`config.mk`:
```
export PLATFORM = sky130hd
export DESIGN_NAME = keypad_scan_encoder
export DESIGN_NICKNAME = d
export VERILOG_FILES = /design/src/rtl/keypad_pkg.sv /design/src/rtl/keypad_debounce.sv /design/src/rtl/keypad_scan_encoder.sv
export SDC_FILE = /design/constraint.sdc
export NUM_CORES = 1
export LEC_CHECK = 0
export ABC_AREA = 1
export CAP_MARGIN = 25
export CORE_MARGIN = 4
export CORE_UTILIZATION = 59
export CTS_CLUSTER_DIAMETER = 200
export DETAILED_ROUTE_END_ITERATION = 6
export PLACE_DENSITY = 0.79
export SLEW_MARGIN = 10
export SYNTH_ARGS = -nofsm -noshare
export SYNTH_HDL_FRONTEND = slang
export SYNTH_SLANG_ARGS = --single-unit
export TNS_END_PERCENT = 30
```
`constraint.sdc`:
```
create_clock -name CLK -period 4.4 [get_ports CLK]
set_input_delay 0.44 -clock CLK [delete_from_list [all_inputs] [get_ports CLK]]
set_output_delay 0.44 -clock CLK [all_outputs]
set_load 0.02 [all_outputs]
```
`src/rtl/keypad_pkg.sv`:
```
// keypad_pkg: key codes and the {row,col} keymap shared by the keypad scan encoder.
package keypad_pkg;
    localparam logic [4:0] KEY_NONE = 5'h10;
    localparam logic [4:0] KEY_ADD  = 5'hA;
    localparam logic [4:0] KEY_SUB  = 5'hB;
    localparam logic [4:0] KEY_MUL  = 5'hC;
    localparam logic [4:0] KEY_DIV  = 5'hD;
    localparam logic [4:0] KEY_BACK = 5'hE;
    localparam logic [4:0] KEY_CLR  = 5'hF;

    localparam logic [4:0] KEYMAP [16] = '{
        5'h1,    5'h2, 5'h3,     KEY_ADD,
        5'h4,    5'h5, 5'h6,     KEY_SUB,
        5'h7,    5'h8, 5'h9,     KEY_MUL,
        KEY_CLR, 5'h0, KEY_BACK, KEY_DIV
    };

    function automatic logic [4:0] key_code(input logic [1:0] r, input logic [1:0] c);
        return KEYMAP[{r, c}];
    endfunction
endpackage

```
`src/rtl/keypad_debounce.sv`:
```
// keypad_debounce: frame-rate candidate/stable-count filter driving key_stats and key_strobe.
// KEYPAD_REPEAT_EN adds auto-repeat: a held code drops to KEY_NONE for one frame every REPEAT_FRAMES frames.
module keypad_debounce
    import keypad_pkg::*;
#(
    parameter int DEBOUNCE_CNT = 4
`ifdef KEYPAD_REPEAT_EN
    ,
    parameter int REPEAT_FRAMES = 100
`endif
) (
    input  logic       CLK,
    input  logic       RST,
    input  logic       frame_valid,
    input  logic [4:0] frame_code,
    output logic [4:0] key_stats,
    output logic       key_strobe
);
    localparam int CW = $clog2(DEBOUNCE_CNT + 1);

    logic [4:0]    cand_q;
    logic [4:0]    stats_q;
    logic [CW-1:0] cnt_q;
    logic [CW-1:0] cnt_d;
    logic          strobe_q;
    logic          upd;
    logic          gap;

    always_comb begin
        cnt_d = frame_code != cand_q ? CW'(1) : cnt_q == CW'(DEBOUNCE_CNT) ? cnt_q : cnt_q + 1'b1;
        upd   = cnt_d == CW'(DEBOUNCE_CNT) && frame_code != stats_q;
    end

`ifdef KEYPAD_REPEAT_EN
    localparam int RW = $clog2(REPEAT_FRAMES + 1);

    logic [RW-1:0] rep_q;

    always_comb gap = !upd && stats_q != KEY_NONE && rep_q == RW'(REPEAT_FRAMES - 1);

    // Counts frames a non-idle code has sat unchanged on the bus.
    always_ff @(posedge CLK) begin
        if (RST)
            rep_q <= '0;
        else if (frame_valid)
            rep_q <= (upd || gap || frame_code != stats_q || stats_q == KEY_NONE) ? '0 : rep_q + 1'b1;
    end
`else
    always_comb gap = 1'b0;
`endif

    always_ff @(posedge CLK) begin
        if (RST) begin
            cand_q   <= KEY_NONE;
            cnt_q    <= '0;
            stats_q  <= KEY_NONE;
            strobe_q <= 1'b0;
        end else begin
            strobe_q <= frame_valid && upd && frame_code != KEY_NONE;
            if (frame_valid) begin
                cand_q <= frame_code;
                cnt_q  <= cnt_d;
                if (upd)
                    stats_q <= frame_code;
                else if (gap)
                    stats_q <= KEY_NONE;
            end
        end
    end

    assign key_stats  = stats_q;
    assign key_strobe = strobe_q;
endmodule

```
`src/rtl/keypad_scan_encoder.sv`:
```
// keypad_scan_encoder: 4x4 keypad column scanner, frame decoder and debounced key_stats encoder.
// Optional auto-repeat is enabled by defining KEYPAD_REPEAT_EN.
module keypad_scan_encoder
    import keypad_pkg::*;
#(
    parameter int SCAN_DIV = 50000,
    parameter int DEBOUNCE_CNT = 4
`ifdef KEYPAD_REPEAT_EN
    ,
    parameter int REPEAT_FRAMES = 100
`endif
) (
    input  logic       CLK,
    input  logic       RST,
    input  logic [3:0] row_in,
    output logic [3:0] col_out,
    output logic [4:0] key_stats,
    output logic       key_strobe
);
    localparam int SW = $clog2(SCAN_DIV);

    logic [3:0]    sync1_q;
    logic [3:0]    sync2_q;
    logic [SW-1:0] slot_q;
    logic [1:0]    col_q;
    logic [1:0]    hits_q;
    logic [1:0]    hits_d;
    logic [4:0]    code_q;
    logic [4:0]    code_d;
    logic [3:0]    pressed;
    logic [2:0]    col_hits;
    logic [2:0]    hit_sum;
    logic [1:0]    row_sel;
    logic          slot_end;
    logic          frame_end;
    logic [4:0]    frame_code;

    // hits saturates at 2: any multi-key or ghost pattern decodes to idle.
    always_comb begin
        pressed    = ~sync2_q;
        col_hits   = 3'(pressed[0]) + 3'(pressed[1]) + 3'(pressed[2]) + 3'(pressed[3]);
        hit_sum    = 3'(hits_q) + col_hits;
        row_sel    = pressed[0] ? 2'd0 : pressed[1] ? 2'd1 : pressed[2] ? 2'd2 : 2'd3;
        slot_end   = slot_q == SW'(SCAN_DIV - 1);
        frame_end  = slot_end && col_q == 2'd3;
        hits_d     = slot_end ? (hit_sum >= 3'd2 ? 2'd2 : hit_sum[1:0]) : hits_q;
        code_d     = slot_end && col_hits == 3'd1 ? key_code(row_sel, col_q) : code_q;
        frame_code = hits_d == 2'd1 ? code_d : KEY_NONE;
    end

    always_ff @(posedge CLK) begin
        if (RST) begin
            sync1_q <= '1;
            sync2_q <= '1;
            slot_q  <= '0;
            col_q   <= '0;
            hits_q  <= '0;
            code_q  <= KEY_NONE;
        end else begin
            sync1_q <= row_in;
            sync2_q <= sync1_q;
            slot_q  <= slot_end ? '0 : slot_q + 1'b1;
            col_q   <= slot_end ? col_q + 1'b1 : col_q;
            hits_q  <= frame_end ? '0 : hits_d;
            code_q  <= frame_end ? KEY_NONE : code_d;
        end
    end

    assign col_out = ~(4'b0001 << col_q);

    keypad_debounce #(
        .DEBOUNCE_CNT(DEBOUNCE_CNT)
`ifdef KEYPAD_REPEAT_EN
        ,
        .REPEAT_FRAMES(REPEAT_FRAMES)
`endif
    ) u_debounce (
        .CLK        (CLK),
        .RST        (RST),
        .frame_valid(frame_end),
        .frame_code (frame_code),
        .key_stats  (key_stats),
        .key_strobe (key_strobe)
    );
endmodule

```
## Yosys cells after proc, flatten, opt, wreduce, memory -nomap -nowiden

Memories as Yosys holds them, arrays and structs flattened.
Cells that the tools add are included.

- Memories kept: 1
- Bits in read-only memories: 80
- Input port bits: 6
- Logic and storage cells: 52
- Output and inout bits: 10
- Register bits: 47

Memories:

| name | words | width | read ports | clocked after Yosys merged registers in | write ports | RTL line | text |
|---|---|---|---|---|---|---|---|
| (no name shown) | 16 | 5 | 1 | 0 | 0 | keypad_pkg.sv:19 | `return KEYMAP[{r, c}];` |

- Reductions and logical operators: 8
- Bitwise logic cells: 3
- Mux-type cells: 11
- Magnitude comparators: 2
- Add/subtract/negate cells: 7
- Equality and inequality tests: 9
- Shift operators: 1

Operators with widths:

| operator | number |
|---|---|
| $mux W5 | 4 |
| $add A16 B1 Y16 const B | 1 |
| $eq A16 B16 Y1 const B | 1 |
| $ne A5 B5 Y1 | 2 |
| $mux W2 | 4 |
| $not A4 Y4 | 2 |
| $eq A3 B3 Y1 const B | 2 |
| $mux W3 | 2 |
| $ge A5 B5 Y1 const B | 1 |
| $logic_and A1 B1 Y1 | 5 |
| $ne A5 B5 Y1 const B | 1 |
| $not A4 Y5 | 1 |
| $reduce_or A2 Y1 | 2 |
| $shl A1 B2 Y4 const A | 1 |
| $add A2 B1 Y3 | 1 |
| $add A2 B3 Y3 | 1 |
| $add A3 B1 Y3 | 1 |
| $add A3 B1 Y3 const B | 1 |
| $eq A3 B1 Y1 const B | 1 |
| $ge A3 B2 Y1 const B | 1 |
| $add A1 B1 Y2 | 1 |
| $add A2 B1 Y2 const B | 1 |
| $eq A2 B1 Y1 const B | 1 |
| $eq A2 B2 Y1 const B | 1 |
| 2 further kinds | 2 |

## Longest topological paths before layout

Gate-level depths: netlist of run 1.

- Word-level depth: 16
- Mapped depth: 22

## Modules after synthesis

A second synthesis of run 1 with hierarchy kept.

- Cells, all modules: 374
- Area total of the unflattened synthesis: 2720.1 sq um

By module, submodules not included:

| module | cells an instance | times used | area each (sq um) |
|---|---|---|---|
| keypad_scan_encoder | 250 | 1 | 1869.3 |
| keypad_debounce | 124 | 1 | 850.8 |

## Worst setup path before layout of run 1

OpenSTA, ideal clock, no wires.

- Path kind: register to register
- Start: register sync2_q[0]
- End: register u_debounce.stats_q[0], in the netlist u_debounce.key_stats[0]
- Data required time: 4287 ps
- Data arrival time: 3167 ps
- Setup slack: 1120 ps
- Clock period less this slack: 3280 ps
- Stages on the path, launching flop included: 21
- Path through: dfxtp_1 > inv_1 > fa_1 > ha_1 > ha_1 > fa_1 > inv_1 > nand4_1 > nand3_1 > nand2_1 > nor2_4 > buf_6 > nand2_4 > nand2_2 > nand2_2 > clkinv_2 > nand3_4 > nor2_4 > nand3_4 > nor2_1 > nor2_1

- Cells in the longest elaborated chain, start to end: 15

Ends and longest elaborated chain:

| what | RTL line | text |
|---|---|---|
| from (decl) | keypad_scan_encoder.sv:23 | `logic [3:0] sync2_q;` |
| from (signal assigned) | keypad_scan_encoder.sv:61 | `sync2_q <= sync1_q;` |
| $not A4 Y4 (*) | keypad_scan_encoder.sv:40 | `pressed = ~sync2_q;` |
| $add A1 B1 Y2 | keypad_scan_encoder.sv:41 | `col_hits = 3'(pressed[0]) + 3'(pressed[1]) + 3'(pressed[2]) + 3'(pressed[3]);` |
| $add A2 B1 Y3 | keypad_scan_encoder.sv:41 |  |
| $add A3 B1 Y3 | keypad_scan_encoder.sv:41 |  |
| $add A2 B3 Y3 | keypad_scan_encoder.sv:42 | `hit_sum = 3'(hits_q) + col_hits;` |
| $ge A3 B2 Y1 | keypad_scan_encoder.sv:46 | `hits_d = slot_end ? (hit_sum >= 3'd2 ? 2'd2 : hit_sum[1:0]) : hits_q;` |
| $mux W2 (2 in series) | keypad_scan_encoder.sv:46 |  |
| $eq A2 B1 Y1 | keypad_scan_encoder.sv:48 | `frame_code = hits_d == 2'd1 ? code_d : KEY_NONE;` |
| $mux W5 (*) | keypad_scan_encoder.sv:48 |  |
| $ne A5 B5 Y1 | keypad_debounce.sv:30 | `cnt_d = frame_code != cand_q ? CW'(1) : cnt_q == CW'(DEBOUNCE_CNT) ? cnt_q : cnt_q + 1'b1;` |
| $mux W3 | keypad_debounce.sv:30 |  |
| $eq A3 B3 Y1 | keypad_debounce.sv:31 | `upd = cnt_d == CW'(DEBOUNCE_CNT) && frame_code != stats_q;` |
| $logic_and A1 B1 Y1 | keypad_debounce.sv:31 |  |
| $reduce_and A2 Y1 (no line) | n/a |  |
| to (signal assigned) | keypad_debounce.sv:64 | `stats_q <= frame_code;` |
| to (decl) | keypad_debounce.sv:22 | `logic [4:0] stats_q;` |

Every way passes the cells marked *; elsewhere a longest branch is shown, timed or not. The select of a mux whose other input is x is not followed.
A chain may end at the register's enable or synchronous reset.

## Final worst setup path of run 1

Same ends and word-level chain as after synthesis.

==> flow_summary.yaml, run 1 <==
synth:
  ys_ff_latch: 47
  synth_nets: 396
  synth.top_cell.area_share_pct: 35.6
  synth-seq-area-share_pct: 35.6
  synth_area_um2: 2650
  yosysTopAreaCell: "dfxtp_1"
  yosys_warnings: 0
  avgSynthCellArea_um2: 7.05
  synthCells: 375
  synth.area.top_cells: "dfxtp_1 (36%), nand2_1 (13%), inv_1 (7.9%)"
  synth.distinct_cells: 33
route:
  viasPerCell: 5.05
  firstDrtPassIters: 4
  antenna_left: 0
  drt-initial-drc-count: 126
  num_vias: 2247
  wl_met2_um: 2190
  topRoutingLayerUsed: "met4"
  drc: 0
  wl_met1_um: 2600
  wl_met3_um: 216
  finalWirelength_um: 5060
  wl_per_cell_um: 11.4
setup_path:
  setup.worst_path.end_class: "register"
  reg2reg_from: "sync2_q[0]$_SDFF_PP1_"
  crit_arrival_ns: 4.02
  start_kind: "register"
  reg2regPathDepth: 19
  worstPathRequired_ns: 4.60
  worst-path-max-fanout: 12
  crit_type: "register to register"
  r2r_end: "u_debounce.key_stats[0]$_SDFFE_PP0P_"
  reg2reg_slack_ns: 0.58
cts:
  cts_root_buf: "clkbuf_8"
  cts.sinks: 47
  clk_pin_slew_ns: 0.09
  numCtsBuffers: 5
  postCtsSetupBuffers: 0
  h-tree-depth: 2
  cts-resized-gates: 0
  insertion_delay_ns: 0.30
  cts_buffer_depth: 2
  postCtsHoldBufs: 0
  cts_tree: "built"
sta:
  final.period_utilization_pct: 86.8
  final-hold-violation-count: 0
  slew_viol_final: 0
  finalClockSkew_ns: 0.00905
  rsz0062_at_grt: "no"
  finalSetupTns_ns: 0
  setup_viol: 0
  hold_slack_ns: 0.416
  period_minus_slack_ns: 3.82
  relSlewSlack_pct: 64.6
  worst_pin_slew_ns: 0.530
  setup_ws_ns: 0.583
  max_clock_freq_ghz: 0.262
finish:
  area_growth_pct: 10.5
  postLayoutCoreUtil_pct: 67.1
  final_common_cell: "nand2_1"
  layout_common_cells: "nand2_1 (89), inv_1 (56), nor2_1 (48)"
  n_antenna_cell: 0
  fin_nets: 414
  drive_gt1_share_pct: 12.2
  fillerInstances: 377
place:
  place.gp.congestion: 0.857
  dp_hpwl_um: 3850
  io_buffers: 15
  place_ws_ns: 0.661
status:
  status: "completed"
power:
  leakage_nw: 1.37
  power_mw: 0.729
  peakVddDrop_mv: 0.224
  p_per_area_nw_per_um2: 250
grt:
  grtUsageTotal_pct: 19.5
  grt_pass1_vias: 1936
  antenna_found_initial: 0
  grt_pass1_wl_um: 8560
  grt_max_degree: 17
  grt-ovfl-total: 0
die:
  fp.dieArea_um2: 5620
  io_pins: 16
  initial_core_util_pct: 60.7
  num_rows: 24
  die_h_um: 75.0
  coreArea_um2: 4350
  die_w_um: 75.0
hold_path:
  min_from: "sync1_q[1]$_SDFF_PP1_"
  hold_path_class: "register to register"
  min_to: "sync2_q[1]$_SDFF_PP1_"
  min_path_cells: 1
job:
  drv_cap: 0
-- worst max-delay path: stages (launching register included) --
cell,delay [ns]
dfxtp_1,0.42
inv_1,0.09
fa_1,0.49
ha_1,0.19
ha_1,0.30
fa_1,0.47
inv_1,0.09
nand4_1,0.16
nand3_1,0.13
nand2_1,0.10
nor2_4,0.28
nand2_2,0.13
nand2_1,0.10
nand2_2,0.06
nor2_4,0.16
nand3_4,0.10
nor2_4,0.12
nand3_4,0.14
nor2_1,0.14
nor2_1,0.06
-- how the worst max path moves through the flow --
stage,from,to,slack (ns)
3_5_place_dp,sync2_q[0]$_SDFF_PP1_,u_debounce.key_stats[3]$_SDFFE_PP0P_,0.66
2_1_floorplan,sync2_q[0]$_SDFF_PP1_,u_debounce.key_stats[0]$_SDFFE_PP0P_,1.12
6_report,sync2_q[0]$_SDFF_PP1_,u_debounce.key_stats[0]$_SDFFE_PP0P_,0.58
3_3_place_gp,sync2_q[0]$_SDFF_PP1_,u_debounce.key_stats[3]$_SDFFE_PP0P_,0.81
4_1_cts,sync2_q[0]$_SDFF_PP1_,u_debounce.key_stats[3]$_SDFFE_PP0P_,0.60
5_1_grt,sync2_q[0]$_SDFF_PP1_,u_debounce.key_stats[2]$_SDFFE_PP0P_,0.27
-- Yosys cell counts (all sizes together) --
| master | instances |
|---|---|
| nand2 | 101 |
| inv | 59 |
| nor2 | 55 |
| dfxtp | 47 |
| nand3 | 32 |
| a21oi | 16 |
| ha | 13 |
| or2 | 9 |
| nor3 | 7 |
| o21ai | 7 |
| o22ai | 6 |
| nand4 | 5 |
| nor3b | 4 |
| buf | 2 |
| clkbuf | 2 |
| clkinv | 2 |
| fa | 2 |
| a31oi | 1 |
| nor4 | 1 |
| o21bai | 1 |
| o311ai | 1 |
| xnor2 | 1 |
| xor2 | 1 |
-- stage by stage --
stage	cells	cell area (um2)
2_1_floorplan	375	2650
3_3_place_gp	438	2830
3_5_place_dp	438	2830
4_1_cts	445	2920
5_1_grt	445	2920
6_report	445	2920
-- metal layers --
metal	up-vias	track usage [%]
li1	1211	-
met5	-	0
met4	0	4.35
met3	7	4.01
met2	41	28.6
met1	988	29.4
-- flip-flops by register name (all words and copies together), names as in the netlist --
name	count
sync1_q	4
u_debounce.key_strobe	1
sync2_q	4
hits_q	2
code_q	5
u_debounce.key_stats	5
slot_q	16
u_debounce.cnt_q	3
u_debounce.cand_q	5
col_q	2
-- cell type report --
cell class	instances	area [um2]	area share, %
clock buffer	6	82.6	2.83
clock inverter	1	5.00	0.171
inverter	61	231	7.92
multi-input combinational	263	1450	49.5
sequential	47	941	32.2
tap	52	65.1	2.23
timing repair buffer	15	150	5.14
-- cell families (layout without fill, tap and decap cells) --
logic type	after synthesis	count (layout)	synth area share [%]
AOI/OAI and AO/OA	32	32	6.91
xor gates and xnor gates	2	2	0.662
adders and majority gates	15	15	7.66
buffers and inverters	65	83	9.74
DFF	47	47	35.6
and+or+nand+nor	214	214	39.5
-- report_power, final --
part | internal [mW] | switching [mW]
Clock | 0.123 | 0.136
Sequential | 0.431 | 0.00297
Combinational | 0.0149 | 0.0213
(Power assumes the default switching activity.)
==> run 2, diff against run 1 <==
--- a/config.mk
+++ b/config.mk
@@ -12,6 +12,7 @@
 export CTS_CLUSTER_DIAMETER = 200
 export DETAILED_ROUTE_END_ITERATION = 6
 export PLACE_DENSITY = 0.79
+export RECOVER_POWER = 50
 export SLEW_MARGIN = 10
 export SYNTH_ARGS = -nofsm -noshare
 export SYNTH_HDL_FRONTEND = slang
==> flow_summary.yaml, run 2 (synthesis results as in run 1) <==
sta:
  rsz0062_at_grt: "no"
  slew_viol_final: 0
  max_clock_freq_ghz: 0.263
  setup_viol: 0
  finalClockSkew_ns: 0.00992
  final.period_utilization_pct: 86.4
  setup_ws_ns: 0.599
  final-hold-violation-count: 0
  relSlewSlack_pct: 64.7
  period_minus_slack_ns: 3.80
  worst_pin_slew_ns: 0.529
  finalSetupTns_ns: 0
route:
  wl_met3_um: 157
  antenna_left: 0
  topRoutingLayerUsed: "met4"
  drt-initial-drc-count: 126
  wl_met1_um: 2630
  num_vias: 2233
  firstDrtPassIters: 4
  wl_per_cell_um: 11.2
  finalWirelength_um: 4980
  wl_met2_um: 2140
  drc: 0
  viasPerCell: 5.02
die:
  die_h_um: 75.0
  fp.dieArea_um2: 5620
  num_rows: 24
  die_w_um: 75.0
  coreArea_um2: 4350
  io_pins: 16
  initial_core_util_pct: 60.7
place:
  dp_hpwl_um: 3850
  io_buffers: 15
  place.gp.congestion: 0.857
  place_ws_ns: 0.661
  placed_cell_area_um2: 2830
setup_path:
  crit_chain: "inv_1, fa_1, ha_1, ha_1, fa_1, inv_1, nand4_1, nand3_1, nand2_1, nor2_4, nand2_2, nand2_1, nand2_2, nor2_4, nand3_4, nor2_4, nand3_4, nor2_1, nor2_1"
  crit_slowest_cell: "fa_1"
  cpPeakStageDelay_ns: 0.49
  worst-path-max-fanout: 12
  worstPathRequired_ns: 4.60
  setup.worst_path.end_class: "register"
  start_kind: "register"
  crit_type: "register to register"
  crit_arrival_ns: 4.00
  crit_top_cell: "nor2_4"
grt:
  grt_pass1_vias: 1936
  grt-ovfl-total: 0
  grt_pass1_wl_um: 8560
  grt_max_degree: 17
  antenna_found_initial: 0
  grtUsageTotal_pct: 19.5
finish:
  fillerInstances: 377
  fin_area_um2: 2920
  postLayoutCoreUtil_pct: 67.1
  largest-register: "slot_q"
  multi_input_area_um2: 1450
  area_growth_pct: 10.5
  final_common_cell: "nand2_1"
  regArea_um2: 941
  drive_gt1_share_pct: 12.2
  fin_nets: 414
  layout_common_cells: "nand2_1 (89), inv_1 (56), nor2_1 (48)"
  n_antenna_cell: 0
  largest_reg_flops: 16
cts:
  cts-resized-gates: 0
  postCtsSetupBuffers: 0
  cts_tree: "built"
  clk_pin_slew_ns: 0.09
  cts_root_buf: "clkbuf_8"
  h-tree-depth: 2
  cts.sinks: 47
  insertion_delay_ns: 0.30
  numCtsBuffers: 5
  postCtsHoldBufs: 0
  cts_buffer_depth: 2
status:
  status: "completed"
power:
  leakage_nw: 1.38
  p_per_area_nw_per_um2: 250
  peakVddDrop_mv: 0.224
job:
  drv_cap: 0
hold_path:
  hold_path_class: "register to register"
## run 2: worst max-delay path: cells and delay by family (launching register included)
| kind | cells | cell delay [ns] |
|---|---|---|
| DFF | 1 | 0.42 |
| and+or+nand+nor | 13 | 1.64 |
| buffers and inverters | 2 | 0.18 |
| adders and majority gates | 4 | 1.45 |
## run 2: path summary, 6_finish.rpt
path	startpoint	endpoint	slack, ns	cells after the start
setup / recovery	sync2_q[0]$_SDFF_PP1_	u_debounce.key_stats[0]$_SDFFE_PP0P_	0.60	19
hold / removal	sync1_q[1]$_SDFF_PP1_	sync2_q[1]$_SDFF_PP1_	0.42	1
setup reg to reg	sync2_q[0]$_SDFF_PP1_	u_debounce.key_stats[0]$_SDFFE_PP0P_	0.60	19
hold reg to reg	sync1_q[1]$_SDFF_PP1_	sync2_q[1]$_SDFF_PP1_	0.42	1
## run 2: where the power goes
part / leakage, nW / total (mW) / internal (mW) / switching [mW]
sequential: 0.381 / 0.434 / 0.431 / 0.00297
clock: 0.0470 / 0.259 / 0.123 / 0.136
combinational: 0.952 / 0.0360 / 0.0147 / 0.0213
total: 1.38 / 0.729 / 0.569 / 0.160
## run 2: area by class of cell
| type | count | share of cell area [%] |
|---|---|---|
| multi-input cells | 263 | 49.5 |
| flip-flops and latches | 47 | 32.2 |
| inverters | 61 | 7.92 |
| repair buffers | 15 | 5.14 |
| clock buffers | 6 | 2.83 |
| well taps | 52 | 2.23 |
| clock inverters | 1 | 0.171 |
## run 2: per-stage QoR
step,power [mW],hold slack [ns],instances
floorplan,0.469,0.389,375
global placement,0.478,0.392,438
detailed placement,0.479,0.402,438
CTS,0.737,0.422,445
global route,0.764,0.431,445
finish,0.729,0.416,445
## run 2: metal layers
metal	track usage, %	up-vias
met5	0	-
met3	4.01	9
met2	28.6	37
li1	-	1212
met4	4.35	0
met1	29.4	975
==> run 3, diff against run 2 <==
--- a/config.mk
+++ b/config.mk
@@ -13,6 +13,7 @@
 export DETAILED_ROUTE_END_ITERATION = 6
 export PLACE_DENSITY = 0.79
 export RECOVER_POWER = 50
+export SKIP_CTS_REPAIR_TIMING = 1
 export SLEW_MARGIN = 10
 export SYNTH_ARGS = -nofsm -noshare
 export SYNTH_HDL_FRONTEND = slang
==> results of run 3 <==
Final layout, timing and power as in run 2 (identical DEF).
==> edit 1 (config.mk and constraints of run 3) <==
Add a define of `KEYPAD_REPEAT_EN`.
--- a/src/rtl/keypad_debounce.sv
+++ b/src/rtl/keypad_debounce.sv
@@ -1,5 +1,7 @@
 // keypad_debounce: frame-rate candidate/stable-count filter driving key_stats and key_strobe.
 // KEYPAD_REPEAT_EN adds auto-repeat: a held code drops to KEY_NONE for one frame every REPEAT_FRAMES frames.
+`define KEYPAD_REPEAT_EN
+
 module keypad_debounce
     import keypad_pkg::*;
 #(
Behaviour: no difference found for any inputs over 10 cycles, from zero or initial values and one cycle with RST high; that may be too few to reach the edited logic, so the function may still have changed.
==> edit 1 against run 3 <==
Sequential share of layout area is 0.53 points higher. Final area is 13% higher. Synthesized area is 13% higher. Core utilization is 1.4 points higher. Worst setup slack better by 0.12 ns. Largest cell class unchanged. Hold slack worse by 0.0020 ns. Sequential cell count is 7 higher. Power is 13% higher. Clock power is 12% higher. Largest power group unchanged. Non-clock buffer count is 1 higher. Combinational power is 5% higher. Routed wire length is 16% higher.
==> edit 1: results (changes against run 3) <==
Status
  – Status: finished clean

Global route
  – GRT Util Overall: 20.1% (+0.61 points)
  – Met2 usage: 30.6% (+1.9 points)
  – Global-route wire length before repair: 10.2 mm (+19%)
  – Met1 usage: 28.9% (-0.50 points)
  – M3 GR Usage: 3.97% (-0.037 points)
  – Vias in the first global route: 2316 (+20%)

STA
  – Final period util: 83.8% (-2.6 points)
  – Rel. slew slack: 64.9% (+0.19 points)
  – Clock skew: 0.00676 ns (-0.00316 ns)

Yosys
  – Number of distinct library cells after synthesis: 37 (+12%)
  – Syn_nets: 446 (+13%)
  – Most frequent cells after synthesis: nand2_1, inv_1, dfxtp_1
  – Post-synthesis sequential area ratio: 36.1% (+0.52 points)

Worst hold path
  – WHS Endpoint: sync2_q[3]
  – Hold Path Origin: sync1_q[3]

Route
  – Iteration-0 DRC Markers: 102 (-19%)
  – Drt pass-1 iters: 5 (+1)
  – Vias post-DR: 2583 (+16%)
  – Top layer in use: met4
  – Met1 wire length: 3.03 mm (+16%)
  – Final wirelength: 5.76 mm (+16%)
  – Routed wire length on met2: 2.40 mm (+12%)

Worst setup path
  – Worst EP arrival: 3.89 ns (-0.11 ns)
  – CP endpoint: u_debounce.key_stats[2]
  – Critical Path Slowest Stage Cell: fa_1
  – Cell family with most CP delay: simple AND/OR/NAND/NOR gates
  – Crit path max fanout: 15 (+3)

Final layout
  – Regs by FF count: slot_q (16), u_debounce.rep_q (7)
  – Nets: 464 (+12%)
  – Fillers: 454 (+20%)
  – Layout cells sized above 1: 10.4% (-1.8 points)

Power
  – Pleak: 0.00141 uW (+2.2%)
  – Net switching power: 188 uW (+17%)

Placement
  – Post-DP HPWL: 4.39 mm (+14%)
  – RePlAce Congestion: 0.912 (+6.4%)
[edit 1: power groups by stage]
stage | Combinational (uW) | Clock [uW] | Sequential (uW)
finish | 37.8 | 289 | 497
global route | 43.6 | 313 | 498
CTS | 38.3 | 295 | 497
detailed placement | 38.1 | 0 | 508
global placement | 37.1 | 0 | 508
floorplan | 27.1 | 0 | 508
[edit 1: per-stage QoR]
step	cell area, sq um	std cells	hold WS (ns)	total power, uW	util [%]
2_1_floorplan	3000	424	0.389	535	-
3_3_place_gp	3210	502	0.392	545	66.6
3_5_place_dp	3210	502	0.393	546	66.6
4_1_cts	3300	510	0.415	830	68.5
5_1_grt	3300	510	0.423	854	68.5
6_report	3300	510	0.414	824	68.5
[edit 1: worst register-to-register path, cell delays in order, from the launching register on]
cell and delay [ns]:
dfxtp_1 0.39, inv_1 0.08, fa_1 0.48, ha_1 0.20
ha_1 0.31, fa_1 0.47, inv_1 0.08, nand4_1 0.12
nand3_1 0.10, nand2_1 0.09, nor2_4 0.27, nand2_1 0.20
nand2_1 0.10, nand2_1 0.05, nand2_1 0.10, nor2_4 0.06
nor2_2 0.11, nand2_4 0.08, nand2_2 0.06, nand2_2 0.08
nand3_1 0.08, o21ai_1 0.08
[edit 1: cell families after synthesis]
kind of cell / Yosys count / share of synthesized area, %
adders and majority gates: 16 / 7.18
buffers and inverters: 73 / 9.52
xor gates and xnor gates: 5 / 1.46
AOI/OAI and AO/OA: 48 / 9.15
DFF: 54 / 36.1
and+or+nand+nor: 228 / 36.6
[edit 1: final cells by class]
cell class              instances  area, sq um  area share (%)
inverters                      68          255            7.73
clock inverters                 2         12.5           0.379
flip-flops and latches         54         1080            32.7
repair buffers                 16          158            4.77
well taps                      67         83.8            2.54
clock buffers                   6         82.6            2.50
multi-input cells             297         1630            49.3
==> edit 2 (config.mk and constraints of run 3) <==
Made on the original files. Register the input `row_in` before use. The logic sees it one clock later.
--- a/src/rtl/keypad_scan_encoder.sv
+++ b/src/rtl/keypad_scan_encoder.sv
@@ -18,6 +18,12 @@
     output logic       key_strobe
 );
     localparam int SW = $clog2(SCAN_DIV);
+
+    logic [3:0] row_q;
+
+    always_ff @(posedge CLK) begin
+        row_q <= row_in;
+    end
 
     logic [3:0]    sync1_q;
     logic [3:0]    sync2_q;
@@ -57,7 +63,7 @@
             hits_q  <= '0;
             code_q  <= KEY_NONE;
         end else begin
-            sync1_q <= row_in;
+            sync1_q <= row_q;
             sync2_q <= sync1_q;
             slot_q  <= slot_end ? '0 : slot_q + 1'b1;
             col_q   <= slot_end ? col_q + 1'b1 : col_q;
Formal check against the unedited RTL: same outputs for any inputs over 10 cycles, from zero or initial values and one cycle with RST high; that may be too few to reach the edited logic, so the function may still have changed.
==> edit 2 against run 3 <==
Synthesized area is 1.6% higher. Global-route usage is 0.092 points higher. Power is 6.2% higher. Hold slack worse by 0.0022 ns. Critical path type unchanged. Worst setup slack better by 0.11 ns. Routed wire length is 1.1% higher. Highest routed layer unchanged. Sequential cell count is 4 higher. Final area is 1.6% higher. Synthesized cell count is 1.1% lower. Maximum frequency is 3.0% higher.
==> edit 2: results (changes against run 3) <==
Yosys
  – Number of distinct library cells after synthesis: 28 (-15%)
  – Syn_nets: 392 (-1.0%)
  – Synth area leaders: dfxtp_1, nand2_1, inv_1
  – Post-synthesis sequential area ratio: 38.0% (+2.4 points)
  – Most frequent cells after synthesis: nand2_1, inv_1, dfxtp_1

Global route
  – Vias in the first global route: 2026 (+4.6%)
  – Met1 usage: 24.7% (-4.7 points)
  – GRT Util Overall: 19.6% (+0.092 points)
  – Largest net degree at the start of global routing: 16 (-1)
  – Met2 usage: 33.6% (+4.9 points)
  – Most Crowded Layer GR: met2

STA
  – Measured slew at the worst slew-check pin: 0.480 ns (-0.0489 ns)
  – Clock skew: 0.00636 ns (-0.00356 ns)

Worst setup path
  – Crit path max fanout: 9 (-3)
  – Cell family with most CP delay: adder cells
  – Worst EP arrival: 3.90 ns (-0.10 ns)

Status
  – Status: finished clean

Route
  – Vias per cell: 5.08 (+1.2%)
  – Wirelength per Cell: 11.4 um (+1.6%)

Placement
  – RePlAce Congestion: 0.894 (+4.3%)

Power
  – Pleak: 0.00138 uW (+0.24%)
  – Peak supply drop: 0.000204 V (-8.7%)

Final layout
  – Layout cells sized above 1: 12.0% (-0.19 points)
  – Nets: 411 (-0.72%)
  – Fillers: 404 (+7.2%)
==> edit 2: cell types whose count changed in the layout (fill, tap and decap cells not counted), sizes merged, moves of 2 or more <==
cell | before | now
xor2 | 1 | 3
dfxtp | 47 | 51
a21oi | 16 | 20
nor3 | 7 | 10
nand3 | 32 | 28
nand4 | 5 | 8
nor3b | 4 | 0
nand2 | 101 | 99
clkdlybuf4s50 | 8 | 4
dlygate4sd3 | 7 | 11
nor2 | 55 | 47
==> edit 2: power by group <==
part           switching, uW  internal (uW)  leakage (uW)  total (uW)
clock                    154            111     0.0000412         265
sequential              3.18            469      0.000415         472
combinational           22.5           14.3      0.000927        36.8
total                    179            595       0.00138         774
==> edit 2: routing by layer <==
metal	vias to the layer above	wire length, um
met4	0	61
met3	7	156
li1	1209	-
met5	-	0
met1	1005	2410
met2	29	2410
==> edit 2: path summary, 6_finish.rpt <==
path	from	endpoint	cells past startpoint
max	sync2_q[0]	u_debounce.key_stats[2]	17
min	sync1_q[3]	sync2_q[3]	1
max reg2reg	sync2_q[0]	u_debounce.key_stats[2]	17
min reg2reg	sync1_q[3]	sync2_q[3]	1
==> edit 2: worst reg2reg max path: cells and delay by family, from the launching register on <==
family	cells	cell delay [ns]
AO/OA/AOI/OAI	1	0.26
AND/OR/NAND/NOR	11	1.28
adder cells (fa/ha/maj)	4	1.47
flip-flops	1	0.47
buffers and inverters	1	0.10
==> edit 2: layout make-up <==
cell class	instances	area (sq um)	area share, %
Sequential cell	51	1020	34.4
Clock inverter	2	12.5	0.422
Multi-Input combinational cell	256	1420	47.8
Clock buffer	6	72.6	2.45
Tap cell	52	65.1	2.19
Timing Repair Buffer	15	150	5.06
Inverter	61	229	7.72
==> edit 2: stage by stage <==
stage / utilization (%) / hold WS (ns) / area (sq um) / std cells / worst slack (ns)
6_report: 67.7 / 0.414 / 2970 / 443 / 0.710
5_1_grt: 67.7 / 0.430 / 2970 / 443 / 0.363
4_1_cts: 67.9 / 0.416 / 2980 / 443 / 0.718
3_5_place_dp: 65.9 / 0.394 / 2890 / 435 / 0.751
3_3_place_gp: 65.9 / 0.392 / 2890 / 435 / 0.863
2_1_floorplan: - / 0.389 / 2690 / 371 / 1.04
==> edit 2: logic make-up (layout without fill, tap and decap cells) <==
logic type                 Yosys count  count (layout)  share of synthesized area [%]
DFF                                 51              51                           38.0
AOI/OAI and AO/OA                   35              35                           7.78
buffers and inverters               64              84                           8.94
adders and majority gates           15              15                           7.55
xor gates and xnor gates             3               3                          0.978
and+or+nand+nor                    203             203                           36.7
